===== src/rtl/samp_pkg.sv =====
// Shared sample-path types and default sizing for the I/Q buffering stage.
// samp_t keeps the legacy fixed-width {I,Q} layout used elsewhere in the codebase.
package samp_pkg;

  localparam int unsigned SAMP_W_DEF = 24;
  localparam int unsigned DEPTH_DEF  = 4;

  // Fixed-width {I,Q} record. Parametrised blocks build the same {I,Q} packing
  // locally as a 2*SAMP_W vector, with I in the upper half.
  typedef struct packed {
    logic [SAMP_W_DEF-1:0] i;
    logic [SAMP_W_DEF-1:0] q;
  } samp_t;

endpackage


===== src/rtl/fifo_ptr_ctl.sv =====
// Pointer, flag and occupancy control for iq_sample_fifo.
// Optional sticky error flags are built when IQ_FIFO_ERR_EN is defined.
module fifo_ptr_ctl
  import samp_pkg::*;
#(
  parameter int unsigned DEPTH    = DEPTH_DEF,
  parameter int unsigned AFULL_TH = DEPTH - 1
) (
  input  logic                     Clk,
  input  logic                     Reset,
  input  logic                     PushIn,
  input  logic                     PullOut,
  input  logic                     ErrClr,
  output logic                     accept_w,
  output logic [$clog2(DEPTH)-1:0] wr_idx,
  output logic [$clog2(DEPTH)-1:0] rd_idx,
  output logic                     Empty,
  output logic                     Full,
  output logic                     AlmostFull,
  output logic [$clog2(DEPTH):0]   Count,
  output logic                     Overflow,
  output logic                     Underflow
);

  localparam int unsigned AW = $clog2(DEPTH);
  localparam int unsigned PW = AW + 1;
  localparam logic [PW-1:0] TH = PW'(AFULL_TH);

  logic [PW-1:0] wr_ptr;
  logic [PW-1:0] rd_ptr;
  logic          accept_r;

  // Flags depend on the registered pointers only; the MSB is the wrap bit.
  always_comb begin
    Empty      = (wr_ptr == rd_ptr);
    Full       = (wr_ptr[AW-1:0] == rd_ptr[AW-1:0]) && (wr_ptr[AW] != rd_ptr[AW]);
    Count      = wr_ptr - rd_ptr;
    AlmostFull = (Count >= TH);
    wr_idx     = wr_ptr[AW-1:0];
    rd_idx     = rd_ptr[AW-1:0];
  end

  always_comb begin
    accept_w = PushIn && (!Full || PullOut);
    accept_r = PullOut && !Empty;
  end

  always_ff @(posedge Clk or posedge Reset) begin
    if (Reset) begin
      wr_ptr <= '0;
      rd_ptr <= '0;
    end else begin
      if (accept_w) wr_ptr <= wr_ptr + PW'(1);
      if (accept_r) rd_ptr <= rd_ptr + PW'(1);
    end
  end

`ifdef IQ_FIFO_ERR_EN
  logic drop_w;
  logic drop_r;

  always_comb begin
    drop_w = PushIn && Full && !PullOut;
    drop_r = PullOut && Empty;
  end

  // A set event in the same cycle as ErrClr takes priority.
  always_ff @(posedge Clk or posedge Reset) begin
    if (Reset) begin
      Overflow  <= 1'b0;
      Underflow <= 1'b0;
    end else begin
      if (drop_w)      Overflow <= 1'b1;
      else if (ErrClr) Overflow <= 1'b0;
      if (drop_r)      Underflow <= 1'b1;
      else if (ErrClr) Underflow <= 1'b0;
    end
  end
`else
  logic unused_errclr;

  always_comb begin
    unused_errclr = ErrClr;
    Overflow      = 1'b0;
    Underflow     = 1'b0;
  end
`endif

endmodule


===== src/rtl/iq_sample_fifo.sv =====
// First-word-fall-through FIFO for complex I/Q samples: storage and head-entry output.
// Sticky Overflow/Underflow flags are built only when IQ_FIFO_ERR_EN is defined.
module iq_sample_fifo
  import samp_pkg::*;
#(
  parameter int unsigned SAMP_W   = SAMP_W_DEF,
  parameter int unsigned DEPTH    = DEPTH_DEF,
  parameter int unsigned AFULL_TH = DEPTH - 1
) (
  input  logic                   Clk,
  input  logic                   Reset,
  input  logic                   PushIn,
  input  logic [SAMP_W-1:0]      SampI,
  input  logic [SAMP_W-1:0]      SampQ,
  input  logic                   PullOut,
  output logic [SAMP_W-1:0]      OutI,
  output logic [SAMP_W-1:0]      OutQ,
  output logic                   Empty,
  output logic                   Full,
  output logic                   AlmostFull,
  output logic [$clog2(DEPTH):0] Count,
  input  logic                   ErrClr,
  output logic                   Overflow,
  output logic                   Underflow
);

  localparam int unsigned AW = $clog2(DEPTH);

  logic [2*SAMP_W-1:0] mem [DEPTH];
  logic [2*SAMP_W-1:0] head;
  logic                accept_w;
  logic [AW-1:0]       wr_idx;
  logic [AW-1:0]       rd_idx;

  fifo_ptr_ctl #(
    .DEPTH    (DEPTH),
    .AFULL_TH (AFULL_TH)
  ) u_ptr_ctl (
    .Clk        (Clk),
    .Reset      (Reset),
    .PushIn     (PushIn),
    .PullOut    (PullOut),
    .ErrClr     (ErrClr),
    .accept_w   (accept_w),
    .wr_idx     (wr_idx),
    .rd_idx     (rd_idx),
    .Empty      (Empty),
    .Full       (Full),
    .AlmostFull (AlmostFull),
    .Count      (Count),
    .Overflow   (Overflow),
    .Underflow  (Underflow)
  );

  // Storage is left unreset; the pointers alone define valid contents.
  always_ff @(posedge Clk) begin
    if (accept_w) mem[wr_idx] <= {SampI, SampQ};
  end

  always_comb begin
    head = mem[rd_idx];
    OutI = '0;
    OutQ = '0;
    if (!Empty) begin
      OutI = head[2*SAMP_W-1:SAMP_W];
      OutQ = head[SAMP_W-1:0];
    end
  end

endmodule


===== config.mk =====
export PLATFORM = sky130hd
export DESIGN_NAME = iq_sample_fifo
export DESIGN_NICKNAME = d
export VERILOG_FILES = /design/src/rtl/samp_pkg.sv /design/src/rtl/fifo_ptr_ctl.sv /design/src/rtl/iq_sample_fifo.sv
export SDC_FILE = /design/constraint.sdc
export NUM_CORES = 1
export LEC_CHECK = 0
export ABC_CLOCK_PERIOD_IN_PS = 12800
export CORE_ASPECT_RATIO = 1.75
export CORE_MARGIN = 2
export CORE_UTILIZATION = 58
export CTS_CLUSTER_DIAMETER = 100
export DETAILED_ROUTE_END_ITERATION = 12
export GPL_ROUTABILITY_DRIVEN = 0
export PLACE_DENSITY = 0.81
export SYNTH_ARGS = -nofsm -noshare
export SYNTH_HDL_FRONTEND = slang
export SYNTH_HIERARCHICAL = 1
export SYNTH_SLANG_ARGS = --single-unit

===== constraint.sdc =====
create_clock -name Clk -period 12.8 [get_ports Clk]
set_clock_uncertainty 0.15 [all_clocks]
set_input_delay 2.56 -clock Clk [delete_from_list [all_inputs] [get_ports Clk]]
set_output_delay 2.56 -clock Clk [all_outputs]
set_load 0.005 [all_outputs]

==> results of run 1 <==
[per-layer routing]
| layer | wire length (µm) | vias up |
|---|---|---|
| met5 | 0 | - |
| met4 | 209 | 0 |
| met3 | 651 | 8 |
| met2 | 7920 | 126 |
| met1 | 5070 | 1992 |
| li1 | - | 1835 |
[metrics by stage]
| stage | hold slack, ns | util |
|---|---|---|
| 5_1_grt | 0.491 | 0.724 |
| 3_5_place_dp | 0.449 | 0.678 |
| 2_1_floorplan | 0.343 | - |
| 6_report | 0.466 | 0.725 |
| 3_3_place_gp | 0.435 | 0.678 |
| 4_1_cts | 0.466 | 0.724 |
[how the worst max path moves through the flow]
stage / cells after the start / from / slack [ns] / to
6_report: 6 / u_ptr_ctl/rd_ptr[0]$_DFFE_PP0P_ / 6.28 / OutQ[22]
2_1_floorplan: 4 / PullOut / 5.75 / mem[0][0]$_DFFE_PP_
3_3_place_gp: 6 / u_ptr_ctl/rd_ptr[0]$_DFFE_PP0P_ / 6.69 / OutI[14]
4_1_cts: 6 / u_ptr_ctl/rd_ptr[0]$_DFFE_PP0P_ / 6.22 / OutI[14]
3_5_place_dp: 6 / u_ptr_ctl/rd_ptr[0]$_DFFE_PP0P_ / 6.68 / OutI[14]
5_1_grt: 6 / u_ptr_ctl/rd_ptr[0]$_DFFE_PP0P_ / 6.06 / OutQ[10]
[area by class of cell]
cell class	count	area, µm²	area share
Tap cell	171	214	0.0227
Clock inverter	15	170	0.0181
Antenna cell	2	5.00	0.000531
Timing Repair Buffer	111	1100	0.116
Clock buffer	17	425	0.0451
Sequential cell	198	5920	0.628
Multi-Input combinational cell	180	1570	0.166
Inverter	7	26.3	0.00279
[worst max-delay path: cells and delay by family (launching register included)]
| kind | cells | cell delay [ns] |
|---|---|---|
| adder cells (fa/ha/maj) | 1 | 0.38 |
| flip-flops | 1 | 0.92 |
| AO/OA/AOI/OAI | 1 | 0.48 |
| AND/OR/NAND/NOR | 3 | 1.01 |
| buffers and inverters | 1 | 0.58 |
[logic make-up (layout without fill, tap and decap cells)]
family                     count (synthesis)  after routing  share of synthesized area
and+or+nand+nor                           15             15                     0.0102
muxes                                    100            100                      0.130
AOI/OAI and AO/OA                         53             53                     0.0433
xor gates and xnor gates                   5              5                    0.00662
DFF                                      198            198                      0.764
other                                      1              4                   0.000484
adders and majority gates                  5              5                    0.00904
buffers and inverters                     34            150                     0.0367
[synth_stat cells (all sizes together) (3+ instances only)]
master  count  area share
edfxtp    192        0.74
mux2i      97        0.13
o22ai      48       0.039
buf        20       0.028
clkbuf      7      0.0048
inv         7      0.0034
dfrtp       6       0.019
nand2       6      0.0029
ha          4      0.0065
o21ai       4      0.0036
xnor2       4      0.0045
mux2        3      0.0048
nor2        3      0.0015
[power breakdown]
part,switching (µW),internal (µW),total (µW)
combinational,453,505,958
sequential,76.8,864,941
clock,231,293,524
total,761,1660,2420
[sequential cells by signal, summed over array words and instances (netlist names)]
| signal | count |
|---|---|
| u_ptr_ctl/wr_ptr | 3 |
| mem | 192 |
| u_ptr_ctl/rd_ptr | 3 |
==> impl_metrics.yaml, run 1 <==
cts:
  post_cts_buffers: 0
  h-tree-depth: 4
  clock_sinks: 198
  postCtsResizedCells: 0
  clk_path_buf_depth: 2
  postCtsHoldBufs: 0
  cts_inserted_buffers: 17
  clk_pin_slew_ns: 0.07
  clk_latency_ns: 0.42
  cts_tree: "yes"
  cts_root_buf: "clkbuf_16"
worst_setup_path:
  arrival_ns: 3.81
  path_class: "flip-flop to output pin"
  r2r_setup_slack_ns: 9.50
  critPathLaunchType: "flip-flop"
  crit_path_top_delay_cell: "dfrtp_4"
  r2r_end: "mem[1][33]$_DFFE_PP_"
  r2r-start: "u_ptr_ctl/rd_ptr[0]$_DFFE_PP0P_"
  end_kind: "output pin"
  critPathMaxStageDelay_ns: 0.92
  path_cells: "ha_1, nand2_1, nor2_1, nand2b_2, o22ai_1, clkdlybuf4s50_1"
  path_max_fanout: 48
  rr_worst_depth: 7
  crit_required_ns: 10.09
yosys:
  ys.flop_type: "edfxtp_1"
  synth_area_mm2: 0.00775
  synth_edf_count: 192
  yosysUniqueCellTypes: 30
  synthArstFlopShare: 0.0303
  synth_cells: 411
  syn_area_per_cell_um2: 18.9
  ys_warn_count: 6
  ys_ff_latch: 198
  ys_seq_area_frac: 0.764
finish:
  stdcell_count: 701
  syn_to_final_growth_pct: 21.7
  final_cell_mix: "192 x edfxtp_1, 105 x clkdlybuf4s50_1, 97 x mux2i_1"
  fin_area_mm2: 0.00943
  drive_above_1_share: 0.0947
  num-nets-final: 573
  fill_cells: 790
  final_common_cell: "edfxtp_1"
run:
  drv_cap: 0
global_route:
  grt_pass1_wl_um: 21300
  grt.total_usage: 0.200
  grt_pass1_vias: 4215
  overflow: 0
  met3_usage: 0.0507
  busiest_layer: "met2"
  use_met1: 0.221
  grt_antenna_before_repair: 1
  grt_max_degree: 57
  met2_usage: 0.364
sta:
  setup_tns_ns: 0
  period_share: 0.509
  slew_headroom: 0.211
  finalCriticalPeriod_ns: 6.52
  fmax_ghz: 0.153
  slew_violations: 0
  tightest_slew_ns: 1.18
  setup_ws_ns: 6.28
  hold_violations: 0
  rsz0062_at_grt: "false"
  setup_viol: 0
drt:
  first_pass_iters: 5
  drc: 0
  wirelength_um: 13900
  vias: 3961
  routed_via_density: 5.65
  dr.first_iter.drc_count: 223
  wl_per_cell_um: 19.8
  final_antenna_net_count: 0
placed_design:
  dpl_worst_slack_ns: 6.68
  dpl_cell_area_mm2: 0.00882
  portBuffers: 105
  place.detailed.hpwl_um: 8120
  dp.cells: 667
run_status:
  status: "finished, final reports clean"
power_and_ir_drop:
  ir_worst_vdd_uv: 435
  power.density_mw_per_mm2: 257
  p_total_uw: 2420
  p_leak_uw: 0.00335
min_path:
  min_to: "u_ptr_ctl/wr_ptr[0]$_DFFE_PP0P_"
  hp-start: "u_ptr_ctl/wr_ptr[0]$_DFFE_PP0P_"
  hold_path_class: "flip-flop to flip-flop"
  whs_path_depth: 1
die:
  coreArea_mm2: 0.0130
  ios: 109
  die_h_um: 157
  start_util: 0.596
  rows: 55
  die_w_um: 91.4
  dieArea_mm2: 0.0143
No activity file was read; power rests on OpenSTA's default activity.
==> run 2: changes to the inputs <==
ABC_CLOCK_PERIOD_IN_PS = 5660   (was 12800)
CORE_UTILIZATION = 49   (was 58)
PLACE_DENSITY = 0.73   (was 0.81)
clock period = 5.66 ns   (was 12.8 ns; I/O delays follow)
==> impl_metrics.yaml, run 2 (synthesis results as in run 1) <==
run_status:
  status: "finished, final reports clean"
finish:
  stdcell_count: 715
  multiInputGateArea_mm2: 0.00157
  seq_area_mm2: 0.00592
  syn_to_final_growth_pct: 21.6
  fin_area_mm2: 0.00942
  final_cell_mix: "192 x edfxtp_1, 105 x clkdlybuf4s50_1, 97 x mux2i_1"
  num-nets-final: 574
  diodes: 0
  drive_above_1_share: 0.0926
  largest_registers: "mem x192, u_ptr_ctl/rd_ptr x3, u_ptr_ctl/wr_ptr x3"
  fill_cells: 1110
  final_common_cell: "edfxtp_1"
  regMostFlops: "mem"
  largest_reg_flops: 192
sta:
  hold_violations: 0
  tightest_slew_ns: 0.952
  finalCriticalPeriod_ns: 4.64
  rsz0062_at_grt: "false"
  fin_hold_ws_ns: 0.457
  setup_ws_ns: 1.02
  fmax_ghz: 0.216
  period_share: 0.819
  slew_violations: 0
  setup_viol: 0
  setup_tns_ns: 0
  slew_headroom: 0.366
die:
  die_h_um: 170
  rows: 60
  start_util: 0.503
  coreArea_mm2: 0.0154
  ios: 109
  dieArea_mm2: 0.0169
  die_w_um: 99.1
cts:
  cts_root_buf: "clkbuf_16"
  post_cts_buffers: 0
  cts_tree: "yes"
  clk_latency_ns: 0.42
  clk_pin_slew_ns: 0.07
  clk_path_buf_depth: 2
  cts_inserted_buffers: 17
  postCtsResizedCells: 0
  h-tree-depth: 4
  clock_sinks: 198
  postCtsHoldBufs: 0
global_route:
  met3_usage: 0.0476
  grt_pass1_wl_um: 21800
  met2_usage: 0.308
  busiest_layer: "met2"
  use_met1: 0.193
  overflow: 0
  grt.total_usage: 0.171
  grt_antenna_before_repair: 0
  grt_pass1_vias: 4216
  grt_max_degree: 57
power_and_ir_drop:
  p_leak_uw: 0.00334
  power.density_mw_per_mm2: 576
  ir_worst_vdd_uv: 661
worst_setup_path:
  arrival_ns: 3.35
  end_kind: "output pin"
  path_max_fanout: 32
  path_cells: "inv_1, ha_1, nand2_1, nor2_1, nand2b_2, buf_4, o22ai_1, clkdlybuf4s50_1"
  crit_path_top_delay_cell: "nand2b_2"
  path_class: "flip-flop to output pin"
  critPathLaunchType: "flip-flop"
  critPathMaxStageDelay_ns: 0.72
  crit_buf_inv: 3
  cp_top_family: "simple AND/OR/NAND/NOR gates"
  crit_required_ns: 4.38
placed_design:
  dp.cells: 683
  portBuffers: 105
  dpl_cell_area_mm2: 0.00885
  dpl_worst_slack_ns: 1.46
  place.detailed.hpwl_um: 8170
min_path:
  hold_path_class: "flip-flop to flip-flop"
drt:
  final_antenna_net_count: 0
  wl_per_cell_um: 19.4
  first_pass_iters: 4
  dr.first_iter.drc_count: 242
  wirelength_um: 13900
  routed_via_density: 5.51
  vias: 3943
  drc: 0
run:
  drv_cap: 0
-- run 2: cell count changes in the layout (fill, tap and decap cells not counted), sizes merged --
cell,before,now
buf,6,7
diode,2,0
clkbuf,17,19
inv,13,14
bufinv,2,0
clkinvlp,3,2
-- run 2: cell type report --
class,instances,share of cell area
Clock buffer,19,0.0460
Clock inverter,13,0.0145
Inverter,7,0.00279
Multi-Input combinational cell,180,0.167
Sequential cell,198,0.628
Tap cell,186,0.0247
Timing Repair Buffer,112,0.117
-- run 2: final timing paths --
check	from	endpoint	slack [ns]	depth (start not counted)
setup reg to reg	u_ptr_ctl/wr_ptr[0]$_DFFE_PP0P_	mem[3][7]$_DFFE_PP_	2.76	7
min in group asynchronous	Reset	u_ptr_ctl/wr_ptr[1]$_DFFE_PP0P_	0.78	2
max in group asynchronous	Reset	u_ptr_ctl/rd_ptr[0]$_DFFE_PP0P_	4.34	2
hold reg to reg	u_ptr_ctl/wr_ptr[0]$_DFFE_PP0P_	u_ptr_ctl/wr_ptr[0]$_DFFE_PP0P_	0.46	1
setup / recovery	u_ptr_ctl/wr_ptr[0]$_DFFE_PP0P_	OutQ[21]	1.02	8
hold / removal	u_ptr_ctl/wr_ptr[0]$_DFFE_PP0P_	u_ptr_ctl/wr_ptr[0]$_DFFE_PP0P_	0.46	1
-- run 2: where the power goes --
group	switching (µW)	internal (µW)	total [µW]
logic	1090	1150	2240
clock network	548	588	1140
registers	97.8	1960	2050
-- run 2: worst reg2reg max path: stages (launching register included) --
cell	delay [ns]
dfrtp_1	0.46
inv_1	0.08
ha_1	0.32
nand3b_1	0.14
o21ai_2	0.10
inv_1	0.11
and3_2	0.81
buf_4	0.41
-- run 2: per-stage QoR --
step	utilization	total power (µW)
6_report	0.612	5430
5_1_grt	0.612	5720
4_1_cts	0.612	5510
3_5_place_dp	0.575	4370
3_3_place_gp	0.575	4320
2_1_floorplan	-	3370
-- run 2: metal layers --
metal  routed length, µm  vias up
met5                   0        -
met4                 172        0
met3                 571       13
met2                7590       84
met1                5570     2006
li1                    -     1840
